===== src/rtl/replica_chain_readout.sv =====
// replica_chain_readout
// Readout selector for the last node of CHAIN_NUM replica chains. It walks the
// host ordering reads across the chains (ORD_WORDS reads per chain) and steps
// the distance readout one chain per shift. The selected chain's data is
// registered onto the bus-facing outputs.
// Optional feature: define READOUT_ERR_EN to build the sticky rd_err flag
// (read issued while the registered ordering valid is low). When the macro
// is not defined, rd_err is tied low.
module replica_chain_readout #(
  parameter int CHAIN_NUM = 2,
  parameter int ORD_WORDS = 4,
  parameter int ORD_W     = 64,
  parameter int DIS_W     = 32,
  localparam int CH_W     = (CHAIN_NUM > 1) ? $clog2(CHAIN_NUM) : 1
) (
  input  logic                       clk,
  input  logic                       reset,
  input  logic                       rd_clear,
  input  logic                       ordering_read,
  input  logic [CHAIN_NUM-1:0]       ord_in_valid,
  input  logic [CHAIN_NUM*ORD_W-1:0] ord_in_data,
  output logic                       ordering_out_valid,
  output logic [ORD_W-1:0]           ordering_out_data,
  input  logic                       distance_shift,
  input  logic [CHAIN_NUM*DIS_W-1:0] dis_in_data,
  output logic [DIS_W-1:0]           distance_rdata,
  output logic [CH_W-1:0]            ord_chain,
  output logic [CH_W-1:0]            dis_chain,
  output logic                       ord_wrap,
  output logic                       rd_err
);

  localparam int WD_W = (ORD_WORDS > 1) ? $clog2(ORD_WORDS) : 1;
  localparam logic [CH_W-1:0] LAST_CH = CH_W'(CHAIN_NUM - 1);
  localparam logic [WD_W-1:0] LAST_WD = WD_W'(ORD_WORDS - 1);

  logic [WD_W-1:0]  ord_word;
  logic             sel_vld_p0;
  logic [ORD_W-1:0] sel_ord_p0;
  logic [DIS_W-1:0] sel_dis_p0;

  // ---- stage p0: pick the current chain's inputs by pointer ----
  // Compare-based select keeps the index inside the populated chains even
  // when CHAIN_NUM is not a power of two.
  always_comb begin
    sel_vld_p0 = 1'b0;
    sel_ord_p0 = '0;
    sel_dis_p0 = '0;
    for (int c = 0; c < CHAIN_NUM; c++) begin
      if (ord_chain == CH_W'(c)) begin
        sel_vld_p0 = ord_in_valid[c];
        sel_ord_p0 = ord_in_data[c*ORD_W +: ORD_W];
      end
      if (dis_chain == CH_W'(c)) begin
        sel_dis_p0 = dis_in_data[c*DIS_W +: DIS_W];
      end
    end
  end

  // Ordering/distance pointers; clear outranks reads and shifts and never wraps.
  always_ff @(posedge clk) begin
    if (reset || rd_clear) begin
      ord_word  <= '0;
      ord_chain <= '0;
      dis_chain <= '0;
      ord_wrap  <= 1'b0;
    end else begin
      ord_wrap <= 1'b0;
      if (ordering_read) begin
        if (ord_word == LAST_WD) begin
          ord_word <= '0;
          if (ord_chain == LAST_CH) begin
            ord_chain <= '0;
            ord_wrap  <= 1'b1;
          end else begin
            ord_chain <= ord_chain + 1'b1;
          end
        end else begin
          ord_word <= ord_word + 1'b1;
        end
      end
      if (distance_shift) begin
        if (dis_chain == LAST_CH) begin
          dis_chain <= '0;
        end else begin
          dis_chain <= dis_chain + 1'b1;
        end
      end
    end
  end

  // ---- stage p1: registered readout of the selected chains ----
  // Output registers sample every cycle (including during rd_clear).
  always_ff @(posedge clk) begin
    if (reset) begin
      ordering_out_valid <= 1'b0;
      ordering_out_data  <= '0;
      distance_rdata     <= '0;
    end else begin
      ordering_out_valid <= sel_vld_p0;
      ordering_out_data  <= sel_ord_p0;
      distance_rdata     <= sel_dis_p0;
    end
  end

`ifdef READOUT_ERR_EN
  // Sticky flag: a read seen while the registered valid is low; clear wins.
  always_ff @(posedge clk) begin
    if (reset || rd_clear) begin
      rd_err <= 1'b0;
    end else if (ordering_read && !ordering_out_valid) begin
      rd_err <= 1'b1;
    end
  end
`else
  assign rd_err = 1'b0;
`endif

endmodule


===== config.mk =====
export PLATFORM = sky130hd
export DESIGN_NAME = replica_chain_readout
export DESIGN_NICKNAME = d
export VERILOG_FILES = /design/src/rtl/replica_chain_readout.sv
export SDC_FILE = /design/constraint.sdc
export NUM_CORES = 1
export LEC_CHECK = 0
export ABC_AREA = 1
export CAP_MARGIN = 20
export CORE_AREA = 4 4 114 116
export DETAILED_ROUTE_END_ITERATION = 16
export DIE_AREA = 0 0 118 120
export GPL_ROUTABILITY_DRIVEN = 0
export HOLD_SLACK_MARGIN = 0.05
export PLACE_DENSITY_LB_ADDON = 0.15
export SLEW_MARGIN = 15
export SYNTH_ARGS = -nofsm -noshare
export SYNTH_HDL_FRONTEND = slang
export SYNTH_SLANG_ARGS = --single-unit

===== constraint.sdc =====
create_clock -name clk -period 1.2 [get_ports clk]
set_input_delay 0.18 -clock clk [delete_from_list [all_inputs] [get_ports clk]]
set_output_delay 0.18 -clock clk [all_outputs]
set_load 0.005 [all_outputs]

Word-level counts from Yosys, hierarchy flattened
Index checks and enable logic that the tools add are counted.
Storage, ports and cells
  bits in registers: 102
  latch bits: 0
  memory bits (writable): 0
  ROM bits: 0
  input bits: 199
  output and inout bits: 101
  logic and storage cells: 23
  memories: 0
Operators by class
  $add $sub $neg: 3
  multipliers: 0
  div/mod/pow operators: 0
  order comparisons: 0
  equal/unequal tests: 1
  shifts and indexed selects: 0
  multiplexer cells: 7
  bitwise logic cells: 2
  reductions and logical operators: 3
Operators with widths (count)
  two-way mux 64 bit: 1
  two-way mux 32 bit: 1
  two-way mux 1 bit: 4
  OR reduction 3 bit: 1
  adder 1 bit (second input constant): 2
  adder 2 x 1 -> 2 bit (second input constant): 1
  == test 2 bit (second input constant): 1
  two-way mux 2 bit: 1
  NOT 1 bit: 2
  AND reduction 2 bit: 1
  logical OR 1 bit: 1

Depth between registers and ports, before layout
Gate-level depths: netlist of the first run.
  word-level depth: 3
  gate-level depth with buffers: 6
  depth with buffers taken out: 5

Worst setup path before layout of the first run
OpenSTA, ideal clock, no wires.
  kind: reg-to-reg
  from: register ord_chain
  to: register ordering_out_data[0]
  library setup time: 116 ps
  arrival: 929 ps
  data required time: 1084 ps
  slack: 155 ps
  stages on the path, launching flop included: 7
  path buffers: 3
  period minus slack after synthesis: 1045 ps
  cells stage by stage: dfxtp_1 -> buf_6 -> inv_4 -> buf_6 -> buf_8 -> nor2_2 -> nor2_1
On the way
  cells in the longest elaborated chain, start to end: 1
Ends and longest elaborated chain
  start, declared: RTL line 27  | output logic [CH_W-1:0] ord_chain,
  start signal, assigned: RTL line 76  | ord_chain <= ord_chain + 1'b1;
  two-way mux 64 bit: RTL line 50  | if (ord_chain == CH_W'(c)) begin
  end signal, assigned: RTL line 101  | ordering_out_data <= sel_ord_p0;
  end, declared: RTL line 23  | output logic [ORD_W-1:0] ordering_out_data,
No other way between the ends.
A chain may end at the register's enable or synchronous reset.

Final worst setup path of the first run
  from: register ord_chain
  to: output port ord_chain
No word-level cell between the ends.

==> impl_metrics.env, run 1 <==
export IMPL_status="finished, final reports clean"
export IMPL_final_max_slew_violation_count=0
export IMPL_min_delay_path_class="input pin to flop"
export IMPL_drt_first_pass_iters=5
export IMPL_drtIter0Drc=278
export IMPL_skew_ns=0.00497
export IMPL_die_w_um=118
export IMPL_grt_overflow=0
export IMPL_critical_path_class="flop to output port"
export IMPL_core_sq_um=11900
export IMPL_rsz0062_at_grt="false"
export IMPL_synth_top_area_share_pct=57.0
export IMPL_grt_pass1_vias=3972
export IMPL_ys_types=19
export IMPL_cts_tree="done"
export IMPL_route_detailed_drc=0
export IMPL_diodes=0
export IMPL_timing_hold_violations_final=0
export IMPL_p_per_area_nw_per_um2=1150
export IMPL_syn_nets=651
export IMPL_synth_largest_area_cell="dfxtp_1"
export IMPL_synthSimpleGateAreaFrac_pct=23.0
export IMPL_cts_buffers=9
export IMPL_num_rows=40
export IMPL_cts_num_sinks=102
export IMPL_yosys_top_cells_area="dfxtp_1 (57%), nor2_1 (20%), o21ai_0 (13%)"
export IMPL_final_area_sq_um=6860
export IMPL_yosysSeqAreaShare_pct=57.0
export IMPL_vias_per_cell=4.47
export IMPL_htreeDepth=3
export IMPL_syn2layout_area_growth_pct=91.5
export IMPL_critical_path_top_delay_family="flip-flops"
export IMPL_synth_area_mux_share_pct=0
export IMPL_ys_seq_elements=102
export IMPL_arrival_ns=0.99
export IMPL_ios=300
export IMPL_postRouteWirelength_um=13800
export IMPL_die_area_sq_um=14200
export IMPL_grt_max_degree=67
export IMPL_endpoint_kind="output port"
export IMPL_grt_usage_pct=18.9
export IMPL_n_fill_cell=1110
export IMPL_max_vdd_ir_drop_mv=0.660
export IMPL_ant_nets=0
export IMPL_die_y_um=120
export IMPL_final_common_cell="clkdlybuf4s50_1"
export IMPL_syn_area_sq_um=3580
export IMPL_vias=3972
export IMPL_total_power_uw=7910
export IMPL_clk_latency_ns=0.35
export IMPL_fmax_mhz=858
export IMPL_fin_setup_tns_ns=0
export IMPL_path_buf_inv=1
export IMPL_synth_top_family_by_area="simple AND/OR/NAND/NOR gates"
export IMPL_start_kind="flop"
export IMPL_routedWlPerCell_um=15.5
export IMPL_worstPathMaxFanout=4
export IMPL_slowest_delay_ns=0.39
export IMPL_final_instance_count_excl_fill=888
export IMPL_drive_gt1_share_pct=4.72
export IMPL_nNetsFinal=937
export IMPL_synthAdderAreaFrac_pct=0.349
export IMPL_root_buffer="clkbuf_16"
export IMPL_place_hpwl_um=10700
export IMPL_dp_cells=873
export IMPL_syn_inst=451
export IMPL_initial_core_util_pct=30.1
export IMPL_grt_pass1_wl_um=21000
export IMPL_crit_chain="clkdlybuf4s15_1"
export IMPL_placed_area_sq_um=6660
export IMPL_synth_xor_area_share_pct=0
export IMPL_finalSetupViolCount=0
export IMPL_fin_crit_sh_pct=97.1
export IMPL_synth_compound_area_share_pct=13.7
export IMPL_p_leak_uw=0.00318
export IMPL_cts_max_path_buffers=2
export IMPL_clkTransAtPathRegs_ns=0.07
export IMPL_crit_slowest_cell="dfxtp_4"
export IMPL_critPathRequiredTime_ns=1.02
export IMPL_avgSynthCellArea_sq_um=7.94
export IMPL_drv_cap=0
export IMPL_layout_common_cells="clkdlybuf4s50_1 (198), nor2_1 (190), dfxtp_1 (100)"
export IMPL_ys_warnings_count=0
export IMPL_antenna_found_initial=0
export IMPL_period_minus_slack_ns=1.17
export IMPL_postCtsSetupBuffers=0
export IMPL_place_port_buffers=298
export IMPL_hold_buffers=0
final cells by class:
class                      count  area (sq um)  share of cell area (%)
inverter                       6          30.0                   0.438
sequential                   102          2050                    29.9
multi-input combinational    312          1330                    19.4
clock buffer                  11           233                    3.39
clock inverter                 4          72.6                    1.06
timing repair buffer         306          2960                    43.2
tap                          147           184                    2.68
repair_timing:
action                                  in CTS  in global routing
resized for setup                          104                  4
endpoints found under the setup margin     109                 36
hold endpoints to repair                     0                  0
sequential cells by signal, indices dropped and copies added, names as in the netlist:
signal / count
distance_rdata: 32
dis_chain: 1
ordering_out_valid: 1
ordering_out_data: 64
ord_word: 2
ord_wrap: 1
ord_chain: 1
worst paths after layout:
path                                               to  slack [ns]  depth (start not counted)      startpoint
worst max-delay path                        ord_chain        0.03                          1       ord_chain
worst min-delay path                        dis_chain        0.41                          3  distance_shift
worst max register to register  ordering_out_data[30]        0.15                          3       ord_chain
worst min register to register            ord_word[1]        0.50                          2     ord_word[1]
Yosys cell counts:
cell and instances:
ha_1 1, a21oi_1 1, nor2_2 10, conb_1 1, dfxtp_1 102, buf_6 5, clkbuf_1 11, nand3_1 1
inv_4 1, nand2_1 11, clkbuf_2 3, buf_8 1, buf_2 10, inv_2 1, o21ai_1 5, nor2_1 190
buf_4 1, o21ai_0 92, inv_1 4
cell families (layout without fill, tap and decap cells):
family	Yosys count	in the layout
AOI/OAI and AO/OA	98	98
adders and majority gates	1	1
buffers and inverters	37	327
DFF	102	102
other	1	1
and+or+nand+nor	212	212
per-stage QoR:
stage | utilization (%) | setup WS [ns] | hold slack (ns)
after floorplan | - | 0.155 | 0.308
after global placement | 55.9 | -0.0981 | 0.450
final | 57.6 | 0.0343 | 0.412
after detailed placement | 55.9 | -0.0940 | 0.485
after global routing | 57.6 | 0.00202 | 0.405
after CTS | 57.5 | 0.00662 | 0.398
metal layers:
| metal | part of all wire (%) | global-route usage, % |
|---|---|---|
| met3 | 11 | 8.53 |
| met2 | 50 | 34.3 |
| met1 | 38 | 18.9 |
| met5 | 0 | 0 |
| met4 | 1.6 | 7.40 |
where the power goes:
part / leakage (uW) / total, uW / switching, uW / internal (uW)
sequential: 0.000851 / 3620 / 44.6 / 3580
combinational: 0.00218 / 1230 / 391 / 838
clock: 0.000146 / 3060 / 1240 / 1810
total: 0.00318 / 7910 / 1680 / 6230
Power figures use the tool's default switching activity.
==> inputs of run 2 (changes only) <==
--- a/config.mk
+++ b/config.mk
@@ -10,7 +10,7 @@
 export CORE_AREA = 4 4 114 116
 export DETAILED_ROUTE_END_ITERATION = 16
 export DIE_AREA = 0 0 118 120
-export GPL_ROUTABILITY_DRIVEN = 0
+export GPL_TIMING_DRIVEN = 0
 export HOLD_SLACK_MARGIN = 0.05
 export PLACE_DENSITY_LB_ADDON = 0.15
 export SLEW_MARGIN = 15
==> run 2 against run 1 <==
  * Worst hold slack better by 0.013 ns
  * First-iteration DRC count decreased by 45%
  * Final area up 0.89%
  * Power decreased by 5.1%
  * Clock skew barely moved
  * Largest cell class unchanged
  * Critical path type unchanged
  * Fmax increased by 0.54%
  * Die area did not move
  * Utilization grew 0.51 points
  * Clock power decreased by 13%
  * Combinational power about the same
==> impl_metrics.env, run 2 (synthesis results as in run 1) <==
export IMPL_status="finished, final reports clean"
export IMPL_clkTransAtPathRegs_ns=0.07
export IMPL_drv_cap=0
export IMPL_endpoint_kind="output port"
export IMPL_die_area_sq_um=14200
export IMPL_worstPathMaxFanout=5
export IMPL_grt_max_degree=15
export IMPL_grt_pass1_wl_um=21000
export IMPL_timing_hold_violations_final=0
export IMPL_critical_path_class="flop to output port"
export IMPL_start_kind="flop"
export IMPL_fin_crit_sh_pct=96.6
export IMPL_crit_chain="dlygate4sd2_1"
export IMPL_ant_nets=0
export IMPL_skew_ns=0.00467
export IMPL_layout_common_cells="clkdlybuf4s50_1 (198), nor2_1 (190), dlygate4sd2_1 (100)"
export IMPL_die_w_um=118
export IMPL_total_power_uw=7510
export IMPL_nNetsFinal=961
export IMPL_route_detailed_drc=0
export IMPL_routedWlPerCell_um=15.3
export IMPL_max_flop_register="ordering_out_data"
export IMPL_cts_buffers=9
export IMPL_r2r_slack_ns=0.06
export IMPL_rsz0062_at_grt="true"
export IMPL_critPathRequiredTime_ns=1.02
export IMPL_cts_num_sinks=102
export IMPL_grt_usage_pct=19.1
export IMPL_drtIter0Drc=152
export IMPL_place_port_buffers=298
export IMPL_postRouteWirelength_um=13900
export IMPL_path_buf_inv=1
export IMPL_slowest_delay_ns=0.37
export IMPL_n_fill_cell=1100
export IMPL_final_common_cell="clkdlybuf4s50_1"
export IMPL_final_instance_count_excl_fill=911
export IMPL_drive_gt1_share_pct=6.81
export IMPL_critical_path_top_delay_family="flip-flops"
export IMPL_pwr_share_comb_pct=16.4
export IMPL_initial_core_util_pct=30.1
export IMPL_drt_first_pass_iters=4
export IMPL_vias_per_cell=4.43
export IMPL_p_sw_uw=1640
export IMPL_switching_share_pct=21.9
export IMPL_grt_pass1_vias=4128
export IMPL_num_rows=40
export IMPL_final_max_slew_violation_count=0
export IMPL_seqPwrFrac_pct=48.3
export IMPL_p_clk_share_pct=35.3
export IMPL_p_per_area_nw_per_um2=1080
export IMPL_antenna_found_initial=0
export IMPL_largest_reg_flops=64
export IMPL_place_hpwl_um=11300
export IMPL_worst_slack_ns=0.0405
export IMPL_crit_slowest_cell="dfxtp_2"
export IMPL_arrival_ns=0.98
export IMPL_internal_power_uw=5860
export IMPL_clk_latency_ns=0.34
export IMPL_dp_cells=896
export IMPL_cts_max_path_buffers=2
export IMPL_whs_ns=0.425
export IMPL_place_ws_ns=-0.357
export IMPL_htreeDepth=3
export IMPL_die_y_um=120
export IMPL_top_regs="ordering_out_data x64, distance_rdata x32, ord_word x2"
export IMPL_cts_tree="done"
export IMPL_root_buffer="clkbuf_16"
export IMPL_fmax_mhz=862
export IMPL_vias=4039
export IMPL_ios=300
export IMPL_multi_input_area_sq_um=1330
export IMPL_min_delay_path_class="input pin to flop"
export IMPL_core_sq_um=11900
export IMPL_regArea_sq_um=2050
export IMPL_grt_overflow=0
export IMPL_max_vdd_ir_drop_mv=0.675
export IMPL_finalSetupViolCount=0
export IMPL_syn2layout_area_growth_pct=93.3
export IMPL_p_leak_uw=0.00324
export IMPL_gp_congestion=0.780
export IMPL_diodes=0
export IMPL_period_minus_slack_ns=1.16
==> run 2: what timing repair did <==
item / 4_1_cts / 5_1_grt
hold buffers: 0 / 0
setup buffers: 1 / 0
resized for setup: 105 / 18
endpoints found under the setup margin: 103 / 69
==> run 2: power groups by stage <==
| stage | Combinational (uW) | Sequential, uW | Clock, uW |
|---|---|---|---|
| after global routing | 1340 | 3640 | 2840 |
| after CTS | 1240 | 3630 | 2750 |
| after detailed placement | 1360 | 3710 | 0 |
| final | 1230 | 3620 | 2650 |
| after floorplan | 216 | 3740 | 0 |
| after global placement | 1340 | 3710 | 0 |
==> run 2: layout make-up <==
cell class	instances	area share (%)
flip-flops and latches	102	29.6
multi-input cells	312	19.2
plain buffers	31	3.02
well taps	147	2.66
inverters	6	0.398
clock inverters	1	0.108
clock buffers	13	3.62
repair buffers	299	41.4
==> run 2: routing by layer <==
layer  part of all wire [%]  vias to the layer above  track usage [%]
li1                       -                     2048                -
met1                     36                     1766             18.7
met2                     50                      201             34.4
met3                     11                       24             8.81
met4                    2.7                        0             8.42
met5                      0                        -                0
==> run 2: worst min-delay path: stages <==
cell and delay [ns]:
clkdlybuf4s50_1 0.40, nor2_1 0.10, nor2_1 0.05
==> run 2: path summary, 6_finish.rpt <==
| path | start | end | depth (start not counted) |
|---|---|---|---|
| max | ord_chain | ord_chain | 1 |
| min reg2reg | ord_word[1] | ord_word[1] | 2 |
| min | ord_in_data[66] | ordering_out_data[2] | 3 |
| max reg2reg | dis_chain | distance_rdata[17] | 5 |
==> run 2: through the flow <==
stage / TNS (ns) / utilization, % / area (sq um)
floorplan: 0 / - / 3580
global placement: -23.01 / 56.6 / 6750
detailed placement: -25.24 / 56.6 / 6750
CTS: 0 / 57.9 / 6900
global route: -0.00478 / 58.1 / 6920
finish: 0 / 58.1 / 6920
==> inputs of run 3 (changes only) <==
--- a/config.mk
+++ b/config.mk
@@ -7,9 +7,9 @@
 export LEC_CHECK = 0
 export ABC_AREA = 1
 export CAP_MARGIN = 20
-export CORE_AREA = 4 4 114 116
+export CORE_AREA = 4 4 113 115
 export DETAILED_ROUTE_END_ITERATION = 16
-export DIE_AREA = 0 0 118 120
+export DIE_AREA = 0 0 117 119
 export GPL_TIMING_DRIVEN = 0
 export HOLD_SLACK_MARGIN = 0.05
 export PLACE_DENSITY_LB_ADDON = 0.15
==> constraint.sdc (replaced) <==
create_clock -name clk -period 1.44 [get_ports clk]
set_input_delay 0.216 -clock clk [delete_from_list [all_inputs] [get_ports clk]]
set_output_delay 0.216 -clock clk [all_outputs]
set_load 0.005 [all_outputs]
==> run 3 against run 2 <==
  * Cell count is 0.11% higher
  * Final area is 1.6% higher
  * Clock skew is 0.0019 ns higher
  * Clock power is 15% lower
  * Critical endpoint is now ordering_out_data[38]
  * Register-to-register slack better by 0.21 ns
  * Critical path depth stayed put
  * Power is 15% lower
  * Die area is 1.7% lower
  * Utilization is 1.4 points higher
  * Sequential share of layout area is 0.46 points lower
  * Routed wire length is 0.19% higher
  * Sequential power is 16% lower
==> impl_metrics.env, run 3 (synthesis results as in run 1) <==
export IMPL_grt_pass1_wl_um=20600
export IMPL_drive_gt1_share_pct=6.41
export IMPL_min_delay_path_class="input pin to flop"
export IMPL_postRouteWirelength_um=13900
export IMPL_crit_slowest_cell="clkdlybuf4s50_1"
export IMPL_whs_ns=0.458
export IMPL_critical_path_top_delay_family="buffers and inverters"
export IMPL_timing_hold_violations_final=0
export IMPL_arrival_ns=1.18
export IMPL_gp_congestion=0.771
export IMPL_fmax_mhz=714
export IMPL_ios=300
export IMPL_core_sq_um=11800
export IMPL_htreeDepth=3
export IMPL_grt_overflow=0
export IMPL_die_y_um=119
export IMPL_nNetsFinal=961
export IMPL_die_area_sq_um=13900
export IMPL_crit_chain="clkdlybuf4s50_1"
export IMPL_path_buf_inv=1
export IMPL_cts_max_path_buffers=2
export IMPL_fin_setup_tns_ns=0
export IMPL_critPathRequiredTime_ns=1.22
export IMPL_endpoint_kind="output port"
export IMPL_route_detailed_drc=0
export IMPL_num_rows=40
export IMPL_p_leak_uw=0.00295
export IMPL_skew_ns=0.00657
export IMPL_ant_nets=0
export IMPL_grt_pass1_vias=4186
export IMPL_hold_buffers=0
export IMPL_top_regs="ordering_out_data x64, distance_rdata x32, ord_word x2"
export IMPL_vias=4047
export IMPL_period_minus_slack_ns=1.40
export IMPL_cts_buffers=9
export IMPL_largest_reg_flops=64
export IMPL_initial_core_util_pct=30.3
export IMPL_place_port_buffers=298
export IMPL_critical_path_class="flop to output port"
export IMPL_reg2reg_depth=4
export IMPL_max_flop_register="ordering_out_data"
export IMPL_p_per_area_nw_per_um2=909
export IMPL_antenna_found_initial=0
export IMPL_clk_latency_ns=0.34
export IMPL_rsz0062_at_grt="false"
export IMPL_diodes=0
export IMPL_routedWlPerCell_um=15.3
export IMPL_clkTransAtPathRegs_ns=0.07
export IMPL_place_hpwl_um=11400
export IMPL_die_w_um=117
export IMPL_drv_cap=0
export IMPL_dp_cells=896
export IMPL_status="finished, final reports clean"
export IMPL_worstPathMaxFanout=1
export IMPL_worst_slack_ns=0.0396
export IMPL_slowest_delay_ns=0.53
export IMPL_finalSetupViolCount=0
export IMPL_layout_common_cells="clkdlybuf4s50_1 (292), nor2_1 (190), dfxtp_1 (99)"
export IMPL_final_common_cell="clkdlybuf4s50_1"
export IMPL_drt_first_pass_iters=4
export IMPL_place_ws_ns=-0.164
export IMPL_max_vdd_ir_drop_mv=0.478
export IMPL_start_kind="flop"
export IMPL_crit_cells=1
export IMPL_syn2layout_area_growth_pct=96.3
export IMPL_grt_usage_pct=19.2
export IMPL_drtIter0Drc=115
export IMPL_final_instance_count_excl_fill=912
export IMPL_root_buffer="clkbuf_16"
export IMPL_final_max_slew_violation_count=0
export IMPL_cts_num_sinks=102
export IMPL_final_area_sq_um=7030
export IMPL_fin_crit_sh_pct=97.3
export IMPL_r2r_slack_ns=0.27
export IMPL_vias_per_cell=4.44
export IMPL_placed_area_sq_um=6750
export IMPL_cts_tree="done"
export IMPL_grt_max_degree=16
export IMPL_holdPathStages=3
## run 3: changes by cell type in the layout (fill, tap and decap cells not counted), moves of 2 or more
cell / delta
buf_2: +7
clkbuf_4: -5
clkbuf_2: -5
clkdlybuf4s50_1: +94
clkbuf_1: +4
dlygate4sd2_1: -96
dlymetal6s2s_1: +2
buf_4: -2
## run 3: metrics by stage
stage	power (uW)	utilization [%]
floorplan	3290	-
global placement	4200	57.1
finish	6390	59.5
global route	6670	59.5
detailed placement	4230	57.1
CTS	6470	59.5
## run 3: final timing paths
path                              start                    end
hold reg to reg             ord_word[1]            ord_word[1]
setup / recovery  ordering_out_data[38]  ordering_out_data[38]
hold / removal          ord_in_data[78]  ordering_out_data[14]
setup reg to reg              ord_chain  ordering_out_data[13]
## run 3: power by group
part	switching [uW]	total (uW)	internal, uW
Sequential	43.0	3030	2980
Clock	1030	2240	1210
Combinational	326	1120	798
## run 3: what timing repair did
| action | CTS | global route |
|---|---|---|
| buffers inserted | 1 | 0 |
| setup endpoints to repair | 5 | 2 |
| hold endpoints to repair | 0 | 0 |
| gates resized for setup | 8 | 2 |
## run 3: cell type report
type	count	area [sq um]
inverter	6	25.0
buffer	31	185
clock buffer	12	246
clock inverter	3	21.3
multi-input combinational	312	1330
timing repair buffer	299	2990
sequential	102	2050
tap	147	184
fill	1078	4780
## run 3: routing by layer
metal | share of wire (%) | track usage, % | wire length [um]
met5 | 0 | 0 | 0
met4 | 3.1 | 8.46 | 437
met3 | 14 | 9.81 | 1950
met2 | 49 | 34.0 | 6840
met1 | 34 | 18.1 | 4700
